--- src/rtl/alu_divider_seq_pkg.sv ---
// alu_divider_seq_pkg
// Shared definitions for the sequential divider: operand width, the
// controller state encoding, the quotient reported for a zero divisor, and
// a small magnitude helper used when latching signed operands.
// Ports: none (package only).

package alu_divider_seq_pkg;

  // Operand/result width; the 5-bit step counter assumes exactly 32.
  localparam int WIDTH = 32;

  // Width of the step counter that walks the 32 restoring steps.
  localparam int CNT_W = 5;

  // Quotient reported when the divisor is zero.
  localparam logic [WIDTH-1:0] DIV_ZERO_QUOT = 32'hFFFFFFFF;

  // Controller states.
  typedef enum logic [1:0] {
    IDLE = 2'd0,
    RUN  = 2'd1,
    DONE = 2'd2
  } state_e;

  // Two's-complement magnitude. 32'h80000000 maps onto itself, which is the
  // correct unsigned magnitude, so the most negative operand needs no special
  // case.
  function automatic logic [WIDTH-1:0] absVal(input logic [WIDTH-1:0] value);
    return value[WIDTH-1] ? -value : value;
  endfunction

endpackage

--- src/rtl/alu_divider_seq_step.sv ---
// div_step_1bit
// One combinational restoring-division step on the partial remainder and
// the quotient/dividend shift register.
// Ports:
//   i_r        partial remainder before the step
//   i_q        quotient/dividend shift register before the step
//   i_divisor  divisor magnitude
//   o_rNext    partial remainder after the step
//   o_qNext    shift register after the step, new quotient bit in bit 0

module div_step_1bit #(
  parameter int WIDTH = 32
) (
  input  logic [WIDTH-1:0] i_r,
  input  logic [WIDTH-1:0] i_q,
  input  logic [WIDTH-1:0] i_divisor,
  output logic [WIDTH-1:0] o_rNext,
  output logic [WIDTH-1:0] o_qNext
);

  logic [WIDTH:0] w_rShift;
  logic [WIDTH:0] w_trial;
  logic           w_trialNeg;

  // Shift {R,Q} left by one. The shifted remainder can need one extra bit,
  // so the trial subtraction is done one bit wider; since R < divisor always
  // holds, the trial result fits in WIDTH+1 signed bits and its top bit is
  // the sign.
  assign w_rShift   = {i_r, i_q[WIDTH-1]};
  assign w_trial    = w_rShift - {1'b0, i_divisor};
  assign w_trialNeg = w_trial[WIDTH];

  // On a negative trial the old shifted remainder is restored; it is below
  // the divisor in that case so its top bit is zero and may be dropped.
  assign o_rNext = w_trialNeg ? w_rShift[WIDTH-1:0] : w_trial[WIDTH-1:0];
  assign o_qNext = {i_q[WIDTH-2:0], ~w_trialNeg};

endmodule

--- src/rtl/alu_divider_seq.sv ---
// alu_divider_seq
// Sequential 32-bit restoring divider, signed or unsigned, one quotient bit
// per clock. A request is accepted whenever the block is not busy; results
// appear 33 cycles after the accepting edge (1 cycle for a zero divisor) and
// are held until the next operation completes.
// Ports:
//   clk      clock, rising edge
//   reset    synchronous active-high reset
//   Start    request, ignored while Busy
//   Signed   1 = two's-complement divide, sampled with Start
//   A, B     dividend and divisor, sampled with Start
//   Quot     registered quotient
//   Rem      registered remainder
//   Busy     operation in progress
//   Done     one-cycle completion pulse
//   DivZero  completed operation had a zero divisor

module alu_divider_seq
  import alu_divider_seq_pkg::*;
#(
  parameter int WIDTH = alu_divider_seq_pkg::WIDTH
) (
  input  logic             clk,
  input  logic             reset,
  input  logic             Start,
  input  logic             Signed,
  input  logic [WIDTH-1:0] A,
  input  logic [WIDTH-1:0] B,
  output logic [WIDTH-1:0] Quot,
  output logic [WIDTH-1:0] Rem,
  output logic             Busy,
  output logic             Done,
  output logic             DivZero
);

  state_e             r_state;
  state_e             w_stateNext;
  logic [CNT_W-1:0]   r_count;
  logic               r_lastStep;
  logic               r_zeroOp;
  logic               r_qNeg;
  logic               r_rNeg;
  logic [WIDTH-1:0]   r_partR;
  logic [WIDTH-1:0]   r_partQ;
  logic [WIDTH-1:0]   r_divisor;
  logic [WIDTH-1:0]   r_aRaw;
  logic [WIDTH-1:0]   r_quot;
  logic [WIDTH-1:0]   r_rem;
  logic               r_divZero;
  logic [WIDTH-1:0]   w_rNext;
  logic [WIDTH-1:0]   w_qNext;
  logic               w_accept;
  logic [WIDTH-1:0]   w_aMag;
  logic [WIDTH-1:0]   w_bMag;

  div_step_1bit #(
    .WIDTH (WIDTH)
  ) u_step (
    .i_r       (r_partR),
    .i_q       (r_partQ),
    .i_divisor (r_divisor),
    .o_rNext   (w_rNext),
    .o_qNext   (w_qNext)
  );

  // A request is taken in IDLE and also in DONE, which allows back-to-back
  // operations without an idle gap.
  assign w_accept = Start && (r_state != RUN);

  // Magnitudes are only taken in signed mode; unsigned operands pass through.
  assign w_aMag = Signed ? absVal(A) : A;
  assign w_bMag = Signed ? absVal(B) : B;

  // State register.
  always_ff @(posedge clk) begin
    if (reset) begin
      r_state <= IDLE;
    end else begin
      r_state <= w_stateNext;
    end
  end

  // Next-state logic. RUN ends either on the cycle after the 32nd step or,
  // for a zero divisor, on the very first RUN cycle without stepping.
  always_comb begin
    w_stateNext = r_state;
    case (r_state)
      IDLE: begin
        if (Start) begin
          w_stateNext = RUN;
        end
      end
      RUN: begin
        if (r_zeroOp || r_lastStep) begin
          w_stateNext = DONE;
        end
      end
      DONE: begin
        w_stateNext = Start ? RUN : IDLE;
      end
      default: begin
        w_stateNext = IDLE;
      end
    endcase
  end

  // Datapath. Accepting a request latches magnitudes and sign flags so that
  // later input changes cannot disturb the operation. Each RUN cycle either
  // performs one restoring step or, once the last step is flagged (or the
  // divisor was zero), writes the output registers. The raw dividend is kept
  // separately because a zero divisor reports A exactly as presented.
  always_ff @(posedge clk) begin
    if (reset) begin
      r_count    <= '0;
      r_lastStep <= 1'b0;
      r_zeroOp   <= 1'b0;
      r_qNeg     <= 1'b0;
      r_rNeg     <= 1'b0;
      r_partR    <= '0;
      r_partQ    <= '0;
      r_divisor  <= '0;
      r_aRaw     <= '0;
      r_quot     <= '0;
      r_rem      <= '0;
      r_divZero  <= 1'b0;
    end else if (w_accept) begin
      r_count    <= '0;
      r_lastStep <= 1'b0;
      r_zeroOp   <= (B == '0);
      r_qNeg     <= Signed && (A[WIDTH-1] ^ B[WIDTH-1]);
      r_rNeg     <= Signed && A[WIDTH-1];
      r_partR    <= '0;
      r_partQ    <= w_aMag;
      r_divisor  <= w_bMag;
      r_aRaw     <= A;
    end else if (r_state == RUN) begin
      if (r_zeroOp) begin
        r_quot    <= DIV_ZERO_QUOT;
        r_rem     <= r_aRaw;
        r_divZero <= 1'b1;
      end else if (r_lastStep) begin
        r_quot    <= r_qNeg ? -r_partQ : r_partQ;
        r_rem     <= r_rNeg ? -r_partR : r_partR;
        r_divZero <= 1'b0;
      end else begin
        r_partR    <= w_rNext;
        r_partQ    <= w_qNext;
        r_count    <= r_count + 1'b1;
        r_lastStep <= (r_count == {CNT_W{1'b1}});
      end
    end
  end

  assign Quot    = r_quot;
  assign Rem     = r_rem;
  assign DivZero = r_divZero;
  assign Busy    = (r_state == RUN);
  assign Done    = (r_state == DONE);

endmodule

--- config.mk ---
export PLATFORM = sky130hd
export DESIGN_NAME = alu_divider_seq
export DESIGN_NICKNAME = d
export VERILOG_FILES = /design/src/rtl/alu_divider_seq_pkg.sv /design/src/rtl/alu_divider_seq_step.sv /design/src/rtl/alu_divider_seq.sv
export SDC_FILE = /design/constraint.sdc
export NUM_CORES = 1
export LEC_CHECK = 0
export CAP_MARGIN = 30
export CORE_MARGIN = 1.5
export CORE_UTILIZATION = 35
export DETAILED_ROUTE_END_ITERATION = 8
export DONT_BUFFER_PORTS = 1
export PLACE_DENSITY_LB_ADDON = 0.05
export SYNTH_ARGS = -nofsm -noshare
export SYNTH_HDL_FRONTEND = slang
export SYNTH_HIERARCHICAL = 1
export SYNTH_SLANG_ARGS = --single-unit
--- constraint.sdc ---
create_clock -name clk -period 4.07 [get_ports clk]
set_input_delay 0.2035 -clock clk [delete_from_list [all_inputs] [get_ports clk]]
set_output_delay 0.2035 -clock clk [all_outputs]
set_load 0.05 [all_outputs]
== Word-level counts from Yosys, hierarchy flattened ==
Cells that the tools add are included.

* Output and inout bits: 67
* Word-level logic and storage cells: 68
* Flip-flop bits (word level): 204
* Input bits: 68

* Bitwise operators: 5
* Reduce and logical (&&, ||, !) cells: 14
* Add/subtract/negate cells: 6
* Mux-type cells: 22
* Equal/unequal tests: 8

{| class="wikitable"
|+ Operators by type and width
! cell !! number
|-
| $mux 32 || 15
|-
| $neg 32->32 || 4
|-
| $sub 33x32->33 || 1
|-
| $logic_not 32->1 || 1
|-
| $reduce_and 3->1 || 3
|-
| $ne 2x1->1 const B || 4
|-
| $pmux 2 s3 || 1
|-
| $add 5x1->5 const B || 1
|-
| $eq 5x5->1 const B || 1
|-
| $mux 1 || 4
|-
| $mux 2 || 2
|-
| $not 1->1 || 4
|-
| $reduce_and 2->1 || 2
|-
| $reduce_bool 2->1 || 2
|-
| $logic_and 1x1->1 || 3
|-
| $eq 2x1->1 const B || 1
|-
| $eq 2x2->1 const B || 1
|-
| $logic_not 2->1 || 1
|-
| $ne 2x2->1 const B || 1
|-
| $reduce_or 2->1 || 1
|-
| $logic_or 1x1->1 || 1
|-
| $xor 1x1->1 || 1
|}

== Logic depth before layout (Yosys ltp) ==
* Depth in word-level cells: 6
* Depth in mapped cells: 18
* Depth with buffers taken out: 16

== Cells and area by module ==
The synthesis kept the hierarchy.

{| class="wikitable"
|+ Modules (own cells, without submodules)
! module !! times used !! seq. area each (µm²) !! area each (µm²) !! cells each
|-
| alu_divider_seq || 1 || 4083.9 || 10304.9 || 1288
|-
| div_step_1bit || 1 || 0.0 || 2591.2 || 336
|}

== Worst setup path after synthesis ==
Ideal clock, no wire load.

* Path kind: reg-to-reg
* Start point: register r_partQ[31]
* End point: register r_partR[10]
* Period minus slack after synthesis: 3.365 ns
* Stages on the path, launching flop included: 18
* Data required time: 3.938 ns
* Setup slack: 0.705 ns
* Setup time: 0.132 ns
* Path buffers: 2
* Arrival time: 3.232 ns
* Path through: dfxtp_1 -> inv_1 -> ha_1 -> fa_1 -> and2b_1 -> o2111ai_2 -> a21oi_2 -> o2111ai_1 -> a211oi_2 -> nor2_4 -> mux2i_4 -> and2_4 -> buf_12 -> inv_8 -> buf_12 -> mux2_4 -> nand2_1 -> a21oi_1

* Cells in the longest elaborated chain, start to end: 2

{| class="wikitable"
|+ Ends and longest elaborated chain
! element !! RTL line !! RTL
|-
| from (decl) || alu_divider_seq.sv:44 || <nowiki>logic [WIDTH-1:0] r_partQ;</nowiki>
|-
| from (signal assigned) || alu_divider_seq.sv:133 || <nowiki>r_partQ <= w_aMag;</nowiki>
|-
| from (signal assigned) || alu_divider_seq.sv:147 || <nowiki>r_partQ <= w_qNext;</nowiki>
|-
| $sub 33x32->33 || alu_divider_seq_step.sv:30 || <nowiki>assign w_trial = w_rShift - {1'b0, i_divisor};</nowiki>
|-
| $mux 32 || alu_divider_seq_step.sv:35 || <nowiki>assign o_rNext = w_trialNeg ? w_rShift[WIDTH-1:0] : w_trial[WIDTH-1:0];</nowiki>
|-
| named net w_rNext[10] || alu_divider_seq.sv:50 || <nowiki>logic [WIDTH-1:0] w_rNext;</nowiki>
|-
| to (signal assigned) || alu_divider_seq.sv:146 || <nowiki>r_partR <= w_rNext;</nowiki>
|-
| to (decl) || alu_divider_seq.sv:43 || <nowiki>logic [WIDTH-1:0] r_partR;</nowiki>
|}

The timed path passes the listed nets, and every way through them passes these cells.
A chain may end at the register's enable or synchronous reset.

== Final worst setup path ==
* Start point: register r_partQ[31]
* End point: register r_partR[18]

The elaborated chain is that of the path after synthesis.

==> flow_summary.yaml <==
power:
  cellLeakagePower_nw: 5.49
  p_sw_mw: 1.63
  sw_frac_of_total: 0.281
  pwr-share-comb: 0.155
  p_clk_frac: 0.473
  power_density_mw_per_mm2: 391
  peakVddDrop_mv: 0.186
  p_int_mw: 4.17
  share_seq_of_total_power: 0.372
  total_power_mw: 5.80
outcome:
  status: "complete, no violations"
floorplanning:
  placementRows: 70
  ios: 135
  fp.dieH_um: 195
  start_util: 0.354
  design.die.area_sq_mm: 0.0380
  coreArea_sq_mm: 0.0364
  die_x_um: 195
cells_and_area:
  fillers: 3795
  mostFrequentLayoutCell: "nand2_1"
  antenna_cells: 0
  nNetsFinal: 1725
  areaGrowthSynthToFinish_pct: 15.1
  drive_above_1_share: 0.0885
  finalNonFillerCells: 2106
  final_cell_mix: "nand2_1, dfxtp_1, a21oi_1, o21ai_0, nor2_1"
timing:
  timing.slew.headroom: 0.365
  setup_tns_ps: 0
  hold_slack_ps: 18.9
  worst_pin_slew_ps: 950
  drv_slew: 0
  hold_violations: 0
  rsz0062_at_grt: "no"
  setup_viol: 0
  clock_skew_ps: 13.2
  finalCritPeriodShare: 0.877
  period_minus_slack_ps: 3570
  fmax_ghz: 0.280
synth:
  ys_seq_area_frac: 0.317
  syn_area_per_cell_sq_um: 7.94
  synth_edf_count: 0
  yosys_warnings: 6
  netlist_instances: 1624
  async_flop_share: 0
  synth-seq-cells: 204
  synthFlopType: "dfxtp_1"
  ys_types: 86
  synth_nets: 1731
  syn-cell-area_sq_mm: 0.0129
worst_setup_path:
  worst_ep_arrival_time_ps: 4000
  cp-start-kind: "flip-flop"
  cp_slowest_cell: "fa_1"
  crit_chain: "inv_1 -> ha_1 -> fa_1 -> and2b_1 -> o2111ai_2 -> a21oi_2 -> o2111ai_1 -> a211oi_2 -> nor2_4 -> mux2i_4 -> and2_4 -> inv_8 -> mux2_4 -> nand2_1 -> a21oi_1"
  crit_fanout: 24
  worstSetupPathType: "flip-flop to flip-flop"
  critPathCaptureType: "flip-flop"
  ff2ff_path_depth: 15
  slowest_delay_ps: 410
  rr_startpoint: "r_partQ[31]$_SDFFE_PP0P_"
  crit_start: "r_partQ[31]$_SDFFE_PP0P_"
  cp.required_ps: 4500
clock_network:
  numCtsBuffers: 26
  clk_pin_slew_ps: 60
  cts_buffer_depth: 3
  insertion_delay_ps: 550
  postCtsHoldBufs: 73
  ctsHtreeMaxLevel: 1
  ctsRootBufferMaster: "clkbuf_16"
  cts_setup_buffers: 0
  post_cts_resized: 0
  clock_sinks: 204
  cts_tree: "yes"
routing:
  first_pass_iters: 7
  first_iter_violations: 777
  antenna_left: 0
  vias: 12200
  vias_per_cell: 5.77
  drc: 0
  avgRoutedWirePerCell_um: 22.4
  wl_mm: 47.1
global_route:
  first_global_vias: 11600
  grt_util_all_layers: 0.244
  grt_overflow: 0
  grt_max_degree: 107
  grt_pass1_wl_mm: 71.8
  antenna_found_initial: 2
hold_path:
  whs_path_depth: 4
  hp-start: "A[2]"
  hp-class: "input port to flip-flop"
place:
  hpwl_mm: 33.3
  dp.cells: 1984
  place_congestion: 0.870
  numPortBuffers: 0
run:
  cap_viol_max_count: 0
## final timing paths
check / end / slack [ps]
worst max-delay path: r_partR[18]$_SDFFE_PP0P_ / 500
worst min-delay path: r_partQ[3]$_SDFFE_PP0P_ / 20
worst max register to register: r_partR[18]$_SDFFE_PP0P_ / 500
worst min register to register: r_aRaw[9]$_SDFFE_PP0P_ / 450
## power groups by stage
stage               Combinational, mW  Clock (mW)  Sequential (mW)
floorplan                       0.650           0             2.17
global placement                0.788           0             2.21
detailed placement              0.789           0             2.21
CTS                             0.892        2.80             2.16
global route                    0.980        2.88             2.17
finish                          0.897        2.74             2.16
## critical path, delay by kind of cell, from the launching register on
kind	cells	cell delay, ps
flops	1	320
buf+inv	2	160
fa+ha+maj	2	620
compound gates	5	1000
mux	2	630
simple gates	4	710
## cells in the mapped netlist (17+ instances only)
master	n	share of area
inv_1	55	0.016
o21ai_0	89	0.035
o22ai_1	30	0.015
mux2_4	19	0.022
dfxtp_1	204	0.32
clkbuf_1	89	0.026
a211oi_1	21	0.012
ha_1	38	0.037
nand2_1	224	0.065
nor3_1	25	0.0097
o31ai_1	28	0.016
nand4_1	22	0.011
nor2_1	81	0.024
xnor2_1	53	0.036
a31oi_1	26	0.013
or3_1	20	0.0097
nand3_1	27	0.010
xor2_1	74	0.050
o41ai_1	23	0.016
a21o_1	17	0.0099
a21oi_1	165	0.064
nor4_1	19	0.0092
mux2i_1	18	0.014
buf_4	34	0.020
## metal layers
metal	vias to the layer above	wire, um	global-route usage
met5	-	16	0
met2	332	21700	0.396
met4	2	1620	0.0884
met1	5854	21500	0.329
met3	85	2340	0.0328
li1	5887	-	-
## kinds of logic (layout without fill, tap and decap cells)
family | count (synthesis) | after routing | share of synthesized area
adders and majority gates | 39 | 39 | 0.0384
muxes | 43 | 43 | 0.0422
buffers and inverters | 199 | 213 | 0.0745
and+or+nand+nor | 519 | 519 | 0.200
DFF | 204 | 204 | 0.317
AOI/OAI and AO/OA | 493 | 493 | 0.242
xor gates and xnor gates | 127 | 127 | 0.0863
## metrics by stage
step	worst slack, ps	area [sq um]	utilization
floorplan	705	12900	-
CTS	484	14800	0.407
finish	499	14800	0.407
global placement	538	13000	0.358
detailed placement	501	13100	0.358
global route	207	14800	0.407
## cell type report
class / instances / area (sq um) / share of cell area
tap: 468 / 586 / 0.0394
timing repair buffer: 109 / 1060 / 0.0713
sequential: 204 / 4080 / 0.275
inverter: 56 / 218 / 0.0147
multi-input combinational: 1221 / 7880 / 0.531
clock inverter: 16 / 275 / 0.0185
clock buffer: 32 / 744 / 0.0501
## registers in the layout (all words and copies together) (netlist names)
signal,flops
r_partR,32
DivZero,1
Quot,32
r_lastStep,1
r_state,2
r_rNeg,1
r_divisor,32
r_partQ,32
Rem,32
r_qNeg,1
r_count,5
r_aRaw,32
r_zeroOp,1
(Power assumes the default switching activity.)
